[config.mk]
export PLATFORM = sky130hd
export DESIGN_NAME = uart_core_cfg
export DESIGN_NICKNAME = d
export VERILOG_FILES = /design/src/rtl/uart_core_cfg.sv
export SDC_FILE = /design/constraint.sdc
export NUM_CORES = 1
export LEC_CHECK = 0
export ABC_AREA = 1
export ABC_CLOCK_PERIOD_IN_PS = 1570
export CAP_MARGIN = 10
export CELL_PAD_IN_SITES_DETAIL_PLACEMENT = 2
export CELL_PAD_IN_SITES_GLOBAL_PLACEMENT = 2
export CORE_MARGIN = 8
export CORE_UTILIZATION = 31
export CTS_BUF_LIST = sky130_fd_sc_hd__clkbuf_16
export DETAILED_ROUTE_END_ITERATION = 7
export PLACE_DENSITY = 0.75
export SYNTH_ARGS = -nofsm -noshare
export SYNTH_HDL_FRONTEND = slang
export SYNTH_SLANG_ARGS = --single-unit
[constraint.sdc]
create_clock -name clk -period 1.57 [get_ports clk]
set_input_delay 0.314 -clock clk [delete_from_list [all_inputs] [get_ports clk]]
set_output_delay 0.314 -clock clk [all_outputs]
set_load 0.02 [all_outputs]
[src/rtl/uart_core_cfg.sv]
`default_nettype none
// ============================================================================
// Module   : uart_core_cfg
// Purpose  : Configurable UART transmit/receive engine. 5-8 data bits,
//            optional even/odd parity, 1 or 2 TX stop bits, break detection
//            and per-frame error flags, paced by an external oversample tick.
// Options  : UART_CORE_CFG_MAJORITY_EN - each RX bit decision is a 2-of-3
//            majority vote around mid-bit instead of a single sample.
// Revision : 1.0 - initial release
// ============================================================================
module uart_core_cfg #(
  parameter int OVERSAMPLE = 8,
  parameter int FILTER_LEN = 3
) (
  input  logic       clk,
  input  logic       rst_n_sync,
  input  logic       en,
  input  logic       clk_en,
  input  logic [1:0] cfg_nbits,
  input  logic       cfg_par_en,
  input  logic       cfg_par_odd,
  input  logic       cfg_stop2,
  input  logic [7:0] tx_data,
  input  logic       tx_valid,
  output logic       tx_ready,
  input  logic       tx_hold,
  output logic       tx_busy,
  output logic       tx,
  input  logic       rx,
  output logic [7:0] rx_data,
  output logic       rx_valid,
  input  logic       rx_ready,
  output logic       rx_perr,
  output logic       rx_ferr,
  output logic       rx_overrun,
  output logic       rx_break
);

  localparam int                 c_cnt_w     = $clog2(OVERSAMPLE);
  localparam logic [c_cnt_w-1:0] c_one       = c_cnt_w'(1);
  localparam logic [c_cnt_w-1:0] c_tick_last = c_cnt_w'(OVERSAMPLE - 1);
  localparam logic [2:0]         c_filt_last = 3'(FILTER_LEN - 1);

`ifdef UART_CORE_CFG_MAJORITY_EN
  // Start decision lands on the third vote sample, one tick past mid-bit.
  localparam logic [c_cnt_w-1:0] c_start_dec = c_cnt_w'(OVERSAMPLE / 2);
`else
  localparam logic [c_cnt_w-1:0] c_start_dec = c_cnt_w'(OVERSAMPLE / 2 - 1);
`endif

  // Mask of the configured data bits (5 + nbits).
  function automatic logic [7:0] width_mask(input logic [1:0] nbits);
    width_mask = 8'hFF >> (2'd3 - nbits);
  endfunction

  // --------------------------------------------------------------------------
  // Transmitter
  // --------------------------------------------------------------------------
  typedef enum logic [2:0] {
    TX_IDLE   = 3'd0,
    TX_START  = 3'd1,
    TX_DATA   = 3'd2,
    TX_PARITY = 3'd3,
    TX_STOP1  = 3'd4,
    TX_STOP2  = 3'd5
  } tx_state_t;

  tx_state_t          r_tx_state,  w_tx_state_nxt;
  logic [c_cnt_w-1:0] r_tx_cnt,    w_tx_cnt_nxt;
  logic [7:0]         r_tx_shift,  w_tx_shift_nxt;
  logic [2:0]         r_tx_bitcnt, w_tx_bitcnt_nxt;
  logic [2:0]         r_tx_last,   w_tx_last_nxt;
  logic               r_tx_par_en, w_tx_par_en_nxt;
  logic               r_tx_stop2,  w_tx_stop2_nxt;
  logic               r_tx_par,    w_tx_par_nxt;
  logic               r_tx,        w_tx_nxt;
  logic [7:0]         w_tx_masked;
  logic               w_tx_fire;
  logic               w_tx_bit_end;

  assign tx_ready     = rst_n_sync && en && (r_tx_state == TX_IDLE) && !tx_hold;
  assign tx_busy      = (r_tx_state != TX_IDLE);
  assign tx           = r_tx;
  assign w_tx_fire    = tx_valid && tx_ready;
  assign w_tx_masked  = tx_data & width_mask(cfg_nbits);
  assign w_tx_bit_end = clk_en && (r_tx_cnt == c_tick_last);

  // TX next-state: frame sequencing, shift register and registered line value.
  always_comb begin
    w_tx_state_nxt  = r_tx_state;
    w_tx_cnt_nxt    = r_tx_cnt;
    w_tx_shift_nxt  = r_tx_shift;
    w_tx_bitcnt_nxt = r_tx_bitcnt;
    w_tx_last_nxt   = r_tx_last;
    w_tx_par_en_nxt = r_tx_par_en;
    w_tx_stop2_nxt  = r_tx_stop2;
    w_tx_par_nxt    = r_tx_par;
    w_tx_nxt        = r_tx;
    if (!en) begin
      w_tx_state_nxt = TX_IDLE;
      w_tx_cnt_nxt   = '0;
      w_tx_nxt       = 1'b1;
    end else begin
      if ((r_tx_state != TX_IDLE) && clk_en) begin
        w_tx_cnt_nxt = r_tx_cnt + c_one;
      end
      case (r_tx_state)
        TX_IDLE: begin
          w_tx_nxt = 1'b1;
          if (w_tx_fire) begin
            w_tx_shift_nxt  = w_tx_masked;
            w_tx_bitcnt_nxt = 3'd0;
            w_tx_last_nxt   = 3'd4 + {1'b0, cfg_nbits};
            w_tx_par_en_nxt = cfg_par_en;
            w_tx_stop2_nxt  = cfg_stop2;
            w_tx_par_nxt    = (^w_tx_masked) ^ cfg_par_odd;
            w_tx_cnt_nxt    = '0;
            w_tx_state_nxt  = TX_START;
            w_tx_nxt        = 1'b0;
          end
        end
        TX_START: begin
          if (w_tx_bit_end) begin
            w_tx_state_nxt = TX_DATA;
            w_tx_nxt       = r_tx_shift[0];
          end
        end
        TX_DATA: begin
          if (w_tx_bit_end) begin
            w_tx_shift_nxt = {1'b0, r_tx_shift[7:1]};
            if (r_tx_bitcnt == r_tx_last) begin
              if (r_tx_par_en) begin
                w_tx_state_nxt = TX_PARITY;
                w_tx_nxt       = r_tx_par;
              end else begin
                w_tx_state_nxt = TX_STOP1;
                w_tx_nxt       = 1'b1;
              end
            end else begin
              w_tx_bitcnt_nxt = r_tx_bitcnt + 3'd1;
              w_tx_nxt        = r_tx_shift[1];
            end
          end
        end
        TX_PARITY: begin
          if (w_tx_bit_end) begin
            w_tx_state_nxt = TX_STOP1;
            w_tx_nxt       = 1'b1;
          end
        end
        TX_STOP1: begin
          if (w_tx_bit_end) begin
            w_tx_state_nxt = r_tx_stop2 ? TX_STOP2 : TX_IDLE;
            w_tx_nxt       = 1'b1;
          end
        end
        TX_STOP2: begin
          if (w_tx_bit_end) begin
            w_tx_state_nxt = TX_IDLE;
            w_tx_nxt       = 1'b1;
          end
        end
        default: begin
          w_tx_state_nxt = TX_IDLE;
          w_tx_nxt       = 1'b1;
        end
      endcase
    end
  end

  // TX state and datapath registers.
  always_ff @(posedge clk or negedge rst_n_sync) begin
    if (!rst_n_sync) begin
      r_tx_state  <= TX_IDLE;
      r_tx_cnt    <= '0;
      r_tx_shift  <= '0;
      r_tx_bitcnt <= '0;
      r_tx_last   <= '0;
      r_tx_par_en <= 1'b0;
      r_tx_stop2  <= 1'b0;
      r_tx_par    <= 1'b0;
      r_tx        <= 1'b1;
    end else begin
      r_tx_state  <= w_tx_state_nxt;
      r_tx_cnt    <= w_tx_cnt_nxt;
      r_tx_shift  <= w_tx_shift_nxt;
      r_tx_bitcnt <= w_tx_bitcnt_nxt;
      r_tx_last   <= w_tx_last_nxt;
      r_tx_par_en <= w_tx_par_en_nxt;
      r_tx_stop2  <= w_tx_stop2_nxt;
      r_tx_par    <= w_tx_par_nxt;
      r_tx        <= w_tx_nxt;
    end
  end

  // --------------------------------------------------------------------------
  // Receiver front end
  // --------------------------------------------------------------------------
  logic       r_rx_meta;
  logic       r_rx_sync;
  logic       r_rx_filt;
  logic       r_rx_filt_d;
  logic [2:0] r_rx_fcnt;
  logic       w_rx_fall;

  assign w_rx_fall = r_rx_filt_d && !r_rx_filt;

  // Synchronise rx and only follow it after FILTER_LEN consecutive differing samples.
  always_ff @(posedge clk or negedge rst_n_sync) begin
    if (!rst_n_sync) begin
      r_rx_meta   <= 1'b1;
      r_rx_sync   <= 1'b1;
      r_rx_filt   <= 1'b1;
      r_rx_filt_d <= 1'b1;
      r_rx_fcnt   <= '0;
    end else begin
      r_rx_meta   <= rx;
      r_rx_sync   <= r_rx_meta;
      r_rx_filt_d <= r_rx_filt;
      if (r_rx_sync == r_rx_filt) begin
        r_rx_fcnt <= '0;
      end else if (r_rx_fcnt == c_filt_last) begin
        r_rx_filt <= r_rx_sync;
        r_rx_fcnt <= '0;
      end else begin
        r_rx_fcnt <= r_rx_fcnt + 3'd1;
      end
    end
  end

  // --------------------------------------------------------------------------
  // Receiver state machine
  // --------------------------------------------------------------------------
  typedef enum logic [2:0] {
    RX_IDLE   = 3'd0,
    RX_START  = 3'd1,
    RX_DATA   = 3'd2,
    RX_PARITY = 3'd3,
    RX_STOP   = 3'd4,
    RX_BREAK  = 3'd5
  } rx_state_t;

  rx_state_t          r_rx_state,   w_rx_state_nxt;
  logic [c_cnt_w-1:0] r_rx_cnt,     w_rx_cnt_nxt;
  logic [7:0]         r_rx_shift,   w_rx_shift_nxt;
  logic [2:0]         r_rx_bitcnt,  w_rx_bitcnt_nxt;
  logic [2:0]         r_rx_last,    w_rx_last_nxt;
  logic               r_rx_par_en,  w_rx_par_en_nxt;
  logic               r_rx_par_odd, w_rx_par_odd_nxt;
  logic               r_rx_acc,     w_rx_acc_nxt;
  logic               r_rx_par_bit, w_rx_par_bit_nxt;
  logic               r_rx_any,     w_rx_any_nxt;
  logic [7:0]         r_rx_data,    w_rx_data_nxt;
  logic               r_rx_valid,   w_rx_valid_nxt;
  logic               r_rx_perr,    w_rx_perr_nxt;
  logic               r_rx_ferr,    w_rx_ferr_nxt;
  logic               r_rx_overrun, w_rx_overrun_nxt;
  logic               r_rx_break,   w_rx_break_nxt;
  logic [c_cnt_w-1:0] w_rx_dec_pt;
  logic               w_rx_dec;
  logic               w_rx_bit;

  assign w_rx_dec_pt = (r_rx_state == RX_START) ? c_start_dec : c_tick_last;
  assign w_rx_dec    = clk_en && (r_rx_cnt == w_rx_dec_pt);

`ifdef UART_CORE_CFG_MAJORITY_EN
  logic [1:0] r_rx_vote;
  logic       w_rx_s0;
  logic       w_rx_s1;

  assign w_rx_s0  = clk_en && (r_rx_cnt == (w_rx_dec_pt - c_cnt_w'(2)));
  assign w_rx_s1  = clk_en && (r_rx_cnt == (w_rx_dec_pt - c_one));
  assign w_rx_bit = (r_rx_vote[0] & r_rx_vote[1]) |
                    (r_rx_vote[0] & r_rx_filt)    |
                    (r_rx_vote[1] & r_rx_filt);

  // Capture the two earlier vote samples; the third is the live filtered line.
  always_ff @(posedge clk or negedge rst_n_sync) begin
    if (!rst_n_sync) begin
      r_rx_vote <= 2'b11;
    end else begin
      if (w_rx_s0) r_rx_vote[0] <= r_rx_filt;
      if (w_rx_s1) r_rx_vote[1] <= r_rx_filt;
    end
  end
`else
  assign w_rx_bit = r_rx_filt;
`endif

  assign rx_data    = r_rx_data;
  assign rx_valid   = r_rx_valid;
  assign rx_perr    = r_rx_perr;
  assign rx_ferr    = r_rx_ferr;
  assign rx_overrun = r_rx_overrun;
  assign rx_break   = r_rx_break;

  // RX next-state: bit decisions, frame classification and output holding.
  always_comb begin
    w_rx_state_nxt   = r_rx_state;
    w_rx_cnt_nxt     = r_rx_cnt;
    w_rx_shift_nxt   = r_rx_shift;
    w_rx_bitcnt_nxt  = r_rx_bitcnt;
    w_rx_last_nxt    = r_rx_last;
    w_rx_par_en_nxt  = r_rx_par_en;
    w_rx_par_odd_nxt = r_rx_par_odd;
    w_rx_acc_nxt     = r_rx_acc;
    w_rx_par_bit_nxt = r_rx_par_bit;
    w_rx_any_nxt     = r_rx_any;
    w_rx_data_nxt    = r_rx_data;
    w_rx_valid_nxt   = r_rx_valid;
    w_rx_perr_nxt    = r_rx_perr;
    w_rx_ferr_nxt    = r_rx_ferr;
    w_rx_overrun_nxt = 1'b0;
    w_rx_break_nxt   = 1'b0;
    if (r_rx_valid && rx_ready) begin
      w_rx_valid_nxt = 1'b0;
    end
    if (!en) begin
      w_rx_state_nxt = RX_IDLE;
      w_rx_cnt_nxt   = '0;
      w_rx_data_nxt  = '0;
      w_rx_valid_nxt = 1'b0;
      w_rx_perr_nxt  = 1'b0;
      w_rx_ferr_nxt  = 1'b0;
    end else begin
      if ((r_rx_state != RX_IDLE) && (r_rx_state != RX_BREAK) && clk_en) begin
        w_rx_cnt_nxt = r_rx_cnt + c_one;
      end
      case (r_rx_state)
        RX_IDLE: begin
          if (w_rx_fall) begin
            w_rx_cnt_nxt     = '0;
            w_rx_state_nxt   = RX_START;
            w_rx_last_nxt    = 3'd4 + {1'b0, cfg_nbits};
            w_rx_par_en_nxt  = cfg_par_en;
            w_rx_par_odd_nxt = cfg_par_odd;
            w_rx_shift_nxt   = '0;
            w_rx_bitcnt_nxt  = 3'd0;
            w_rx_acc_nxt     = 1'b0;
            w_rx_any_nxt     = 1'b0;
            w_rx_par_bit_nxt = 1'b0;
          end
        end
        RX_START: begin
          if (w_rx_dec) begin
            if (w_rx_bit) begin
              w_rx_state_nxt = RX_IDLE;
            end else begin
              w_rx_cnt_nxt   = '0;
              w_rx_state_nxt = RX_DATA;
            end
          end
        end
        RX_DATA: begin
          if (w_rx_dec) begin
            w_rx_shift_nxt[r_rx_bitcnt] = w_rx_bit;
            w_rx_acc_nxt = r_rx_acc ^ w_rx_bit;
            w_rx_any_nxt = r_rx_any | w_rx_bit;
            if (r_rx_bitcnt == r_rx_last) begin
              w_rx_state_nxt = r_rx_par_en ? RX_PARITY : RX_STOP;
            end else begin
              w_rx_bitcnt_nxt = r_rx_bitcnt + 3'd1;
            end
          end
        end
        RX_PARITY: begin
          if (w_rx_dec) begin
            w_rx_par_bit_nxt = w_rx_bit;
            w_rx_any_nxt     = r_rx_any | w_rx_bit;
            w_rx_state_nxt   = RX_STOP;
          end
        end
        RX_STOP: begin
          if (w_rx_dec) begin
            w_rx_state_nxt = RX_IDLE;
            if (!r_rx_any && !w_rx_bit) begin
              w_rx_break_nxt = 1'b1;
              w_rx_state_nxt = RX_BREAK;
            end else if (!r_rx_valid || rx_ready) begin
              // A consumer handshake in this cycle frees the holding register.
              w_rx_data_nxt  = r_rx_shift;
              w_rx_perr_nxt  = r_rx_par_en & (r_rx_acc ^ r_rx_par_odd ^ r_rx_par_bit);
              w_rx_ferr_nxt  = !w_rx_bit;
              w_rx_valid_nxt = 1'b1;
            end else begin
              w_rx_overrun_nxt = 1'b1;
            end
          end
        end
        RX_BREAK: begin
          if (r_rx_filt) begin
            w_rx_state_nxt = RX_IDLE;
          end
        end
        default: begin
          w_rx_state_nxt = RX_IDLE;
        end
      endcase
    end
  end

  // RX state, datapath and output registers.
  always_ff @(posedge clk or negedge rst_n_sync) begin
    if (!rst_n_sync) begin
      r_rx_state   <= RX_IDLE;
      r_rx_cnt     <= '0;
      r_rx_shift   <= '0;
      r_rx_bitcnt  <= '0;
      r_rx_last    <= '0;
      r_rx_par_en  <= 1'b0;
      r_rx_par_odd <= 1'b0;
      r_rx_acc     <= 1'b0;
      r_rx_par_bit <= 1'b0;
      r_rx_any     <= 1'b0;
      r_rx_data    <= '0;
      r_rx_valid   <= 1'b0;
      r_rx_perr    <= 1'b0;
      r_rx_ferr    <= 1'b0;
      r_rx_overrun <= 1'b0;
      r_rx_break   <= 1'b0;
    end else begin
      r_rx_state   <= w_rx_state_nxt;
      r_rx_cnt     <= w_rx_cnt_nxt;
      r_rx_shift   <= w_rx_shift_nxt;
      r_rx_bitcnt  <= w_rx_bitcnt_nxt;
      r_rx_last    <= w_rx_last_nxt;
      r_rx_par_en  <= w_rx_par_en_nxt;
      r_rx_par_odd <= w_rx_par_odd_nxt;
      r_rx_acc     <= w_rx_acc_nxt;
      r_rx_par_bit <= w_rx_par_bit_nxt;
      r_rx_any     <= w_rx_any_nxt;
      r_rx_data    <= w_rx_data_nxt;
      r_rx_valid   <= w_rx_valid_nxt;
      r_rx_perr    <= w_rx_perr_nxt;
      r_rx_ferr    <= w_rx_ferr_nxt;
      r_rx_overrun <= w_rx_overrun_nxt;
      r_rx_break   <= w_rx_break_nxt;
    end
  end

endmodule
`default_nettype wire

Yosys cells after proc, flatten, opt, wreduce, memory -nomap -nowiden --
Index checks and enable logic that the tools add are counted.
Word-level totals: flip-flop bits (word level) 69, output and inout bits 16
Cells by class: reduce and logical (&&, ||, !) cells 42, muxes and demuxes 98, add/sub/neg operators 7, bitwise logic cells 8, equality and inequality tests 44, magnitude comparators 2, shifts and indexed selects 1
Operator list (number):
- 3-bit 2-to-1 mux | 38
- 8-bit 2-to-1 mux | 9
- 3-bit != test (second input constant) | 15
- 1-bit 2-to-1 mux | 37
- 3-bit case mux with 6 select lines | 2
- 8-bit case mux with 2 select lines | 2
- 4-bit AND reduction | 5
- 3-bit case mux with 2 select lines | 3
- 2-bit != test (second input constant) | 8
- 3-bit by 1-bit adder with 3-bit output (second input constant) | 5
- 3-bit by 2-bit == test with 1-bit output (second input constant) | 5
- 3-bit == test (second input constant) | 5
- 7-bit AND reduction | 2
- 1-bit logical AND | 13
- 5-bit AND reduction | 2
- 3-bit == test | 3
- 3-bit AND reduction | 3
- 8-bit AND | 1
- 8-bit bitwise mux | 1
- 2-bit by 1-bit != test with 1-bit output (second input constant) | 4
- 2-bit nonzero test | 4
- 8-bit parity | 1
- 8-bit by 2-bit >> shifter with 8-bit output (first input constant) | 1
- 3-bit by 1-bit == test with 1-bit output (second input constant) | 2
- other kinds (21) | 31

Depth between registers and ports, before layout --
depth in word-level cells 8, depth in mapped cells 11

Worst setup path after synthesis --
No wires, ideal clock.
path kind reg-to-reg, start point register r_tx_cnt[0], end point register r_tx_shift[0], data arrival time 1.412 ns, data required time 1.451 ns, stages on the path, launching flop included 7, slack 0.039 ns, path through dfrtp_1 > ha_1 > ha_1 > a31oi_1 > nor2_4 > buf_4 > o21a_1
On the way: longest elaborated chain between the ends 4
RTL lines:
- from (decl) | RTL line 69 | logic [c_cnt_w-1:0] r_tx_cnt, w_tx_cnt_nxt;
- from (signal assigned) | RTL line 185 | r_tx_cnt <= w_tx_cnt_nxt;
- 3-bit == test | RTL line 86 | assign w_tx_bit_end = clk_en && (r_tx_cnt == c_tick_last);
- 1-bit logical AND | RTL line 86
- 2-bit != test (no line)
- 4-bit AND reduction (no line)
- to (signal assigned) | RTL line 186 | r_tx_shift <= w_tx_shift_nxt;
- to (decl) | RTL line 70 | logic [7:0] r_tx_shift, w_tx_shift_nxt;
Every way passes these cells. A chain may end at the register's enable or synchronous reset.

Worst setup path in the final report --
start point register r_rx_state[1], end point register r_rx_data[0] (netlist: rx_data[0])
On the way: longest elaborated chain between the ends 6, elaborated cells between the ends (all ways) 8
RTL lines:
- from (decl) | RTL line 243 | rx_state_t r_rx_state, w_rx_state_nxt;
- from (signal assigned) | RTL line 422 | r_rx_state <= w_rx_state_nxt;
- 3-bit by 1-bit == test with 1-bit output | RTL line 263 | assign w_rx_dec_pt = (r_rx_state == RX_START) ? c_start_dec : c_tick_last;
- 3-bit 2-to-1 mux | RTL line 263
- 3-bit == test | RTL line 264 | assign w_rx_dec = clk_en && (r_rx_cnt == w_rx_dec_pt);
- 1-bit logical AND | RTL line 264
- 2-bit by 1-bit != test with 1-bit output (no line)
- 4-bit AND reduction (no line) (*)
- to (signal assigned) | RTL line 432 | r_rx_data <= w_rx_data_nxt;
- to (decl) | RTL line 253 | logic [7:0] r_rx_data, w_rx_data_nxt;
Every way passes the cells marked *; elsewhere a longest branch is shown, timed or not.

==> reports/results.txt <==
initial antenna violation count -> 0
cells after synthesis -> 466
Final Skew -> 0.006323 ns
All-Layer GR Usage -> 15.96%
maximum vdd drop -> 0.8163 mV
post-DR vias/cell -> 5.122
largest net degree at the start of global routing -> 70
CP Class -> flip-flop to flip-flop
max_slew headroom -> 38.79%
area post-placement -> 4678 um2
DRC viols -> 0
register bit total from synthesis -> 69
Psw -> 3.660 mW
first-pass GRT wire length -> 20390 um
Post-Syn Nets -> 492
total CTS buffers -> 9
max cap viols -> 0
post-cts hold buffer count -> 0
Tot Pwr -> 9.128 mW
RSZ-0062 raised after global routing -> true
Die Height -> 126.3 um
H-tree levels -> 3
Comb power frac -> 47.1%
final wirelength -> 13590 um
Ys Warns -> 0
PortBufs -> 36
via count -> 3729
Yosys top cell by area -> dfrtp_1
num rows -> 40
GRT Residual Overflow -> 0
detailed router's first-iteration violation count -> 105
Clk pin slew, worst setup/hold paths -> 0.06 ns
ratio of cells with drive above 1 in the final layout -> 34.42%
Final HPWL DP -> 8607 um
Die ar. -> 15950 um2
max incr delay on CP -> 0.42 ns
nets@finish -> 602
Distinct cells, synth -> 37
Netlist Area Pre-Place -> 3772 um2
Clock Path Buffers -> 2
worst hold margin -> 0.2693 ns
P&R area growth vs syn -> 46.77%
core area -> 11960 um2
fraction of the yosys area taken by sequential cells -> 45.94%
TNS Setup -> -2.161 ns
Pwr per Cell Area -> 1649 nW/um2
ranking of synthesized cells by area -> dfrtp_1 (42%), nand2_1 (13%), nand3_1 (4.9%)
most used cell, CP -> nand2_4
clock share of power -> 24.2%
status -> complete, but fails checks
Crit path required time -> 1.80 ns
most frequent cells in the layout -> nand2_1 (104), buf_4 (63), dfrtp_1 (62)
Main synth FF type -> dfrtp_1
Flop pwr share -> 28.7%
number of global-route vias before repair -> 4158
crit-path max FO -> 10
Net Sw Frac -> 40.10%
first drt pass iteration count -> 4
Initial Utilization -> 31.54%
Setup-failing EPs final -> 34
Ant. Diodes -> 0
pre-CTS setup slack -> -0.5476 ns
Leak Pwr -> 2.657 nW
Pins Over Slew Limit -> 0
Final min period -> 1.774 ns
failing checks -> setup timing
worst setup margin -> -0.2041 ns
critical path capture point type -> flip-flop
CTS tree -> built
crit path cell chain -> buf_4, nor3_2, o21ai_1, or2_4, nand2_4, nand2_4, buf_12, nand2_1, o21ai_2
maximum operating frequency -> 563.7 MHz
fin area -> 5537 um2
Crit path arrival time -> 2.00 ns
worst path bufs/invs -> 2
dpl cells -> 693
Routed Antenna Nets -> 0
Avg Inst Size Synth -> 8.095 um2
utilization after layout -> 46.29%
Slowest cell on crit path -> dfrtp_2
startpoint types -> flip-flop
Final Hold Vio Count -> 0
Avg WL per Cell -> 18.67 um
Die W -> 126.3 um
number of enable flip-flop cells after synthesis -> 0
Hold WC Path Type -> input pin to async pin
CTS Sinks -> 69
Worst Tran Pin Value -> 0.9181 ns
Filler cells -> 1298
top cell family by delay on the critical path -> simple AND/OR/NAND/NOR gates
Async SR Flop Fraction -> 100.0%
clock root cell -> clkbuf_16
Final Instance Count excl. Fillers -> 728
most common cell after layout, fill and taps aside -> nand2_1
later-pin clock latency in the skew report -> 0.35 ns
final period utilization -> 113.0%
I/O pin cnt -> 37
area share of the largest cell type after synthesis -> 42.45%
GPL Wtd Cong -> 0.8201
Pint -> 5.468 mW
## state kept, by name, indices dropped and copies added (netlist names), 3 cells and up
signal / count
r_tx_state: 3
rx_data: 8
r_rx_cnt: 3
r_rx_bitcnt: 3
r_rx_fcnt: 3
r_tx_shift: 8
r_tx_bitcnt: 3
r_rx_last: 3
r_tx_last: 3
r_tx_cnt: 3
r_rx_shift: 8
r_rx_state: 3
## layer usage
layer | GRT usage, % | up-vias | wire length (um)
met1 | 17.18 | 1882 | 5272
li1 | - | 1766 | -
met3 | 4.608 | 23 | 493
met4 | 4.529 | 0 | 337
met2 | 29.66 | 58 | 7486
met5 | 0 | - | 0
## synthesized netlist by cell type (2+ instances only)
master    number
nand2_1      127
dfrtp_1       64
inv_1         41
nand3_1       37
o21ai_0       32
nor2_1        30
nand4_1       15
o21ai_1       10
o21ai_2       10
nand2_2        9
xnor2_1        9
o211ai_1       8
a21oi_1        7
buf_2          6
nor3_1         6
xor2_1         6
dfstp_2        5
ha_1           5
or2_2          5
inv_2          4
buf_6          3
nor2_2         3
a31oi_1        2
buf_4          2
clkbuf_1       2
mux2i_1        2
nand3_4        2
nor2_4         2
nor3_2         2
nor4_1         2
o21a_1         2
## path summary, 6_finish.rpt
check | from | cells after the start | slack, ns | end
worst min-delay path | rst_n_sync | 2 | 0.27 | r_rx_state[2]
worst max register to register | r_rx_state[1] | 9 | -0.20 | rx_data[0]
worst min register to register | r_rx_meta | 0 | 0.36 | r_rx_sync
max in group asynchronous | rst_n_sync | 2 | 0.69 | r_rx_state[1]
worst max-delay path | r_rx_state[1] | 9 | -0.20 | rx_data[0]
min in group clk | r_rx_meta | 0 | 0.36 | r_rx_sync
## final cells by class
cell class              instances  area, um2  share of cell area (%)
multi-input cells             339       2105                   38.01
flip-flops and latches         69       1735                   31.34
repair buffers                111       1012                   18.28
clock buffers                   9      225.2                   4.068
inverters                      46      183.9                   3.322
well taps                     147      183.9                   3.322
clock inverters                 7      91.34                   1.650
## power by group through the flow
stage          clock network (mW)  logic, mW  registers, mW
6_report                     2.21       4.30           2.62
5_1_grt                      2.31       4.67           2.67
4_1_cts                      2.25       3.66           2.58
3_5_place_dp                    0       3.20           2.60
3_3_place_gp                    0       3.02           2.57
2_1_floorplan                   0       1.89           2.54
## repair_timing
item	4_1_cts	5_1_grt
buffers inserted	9	7
pin swaps	9	23
setup endpoints to repair	65	56
cloned	1	2
gates resized for setup	62	84
## kinds of logic after synthesis
logic type               count (synthesis)  share of synthesized area [%]
AO/OA/AOI/OAI                           72                          11.34
XOR/XNOR                                15                          3.483
adder cells (fa/ha/maj)                  5                          1.658
buffers and inverters                   59                          6.865
flip-flops                              69                          45.94
multiplexers                             2                         0.5307
AND/OR/NAND/NOR                        244                          30.18
No activity file was read; power rests on OpenSTA's default activity.
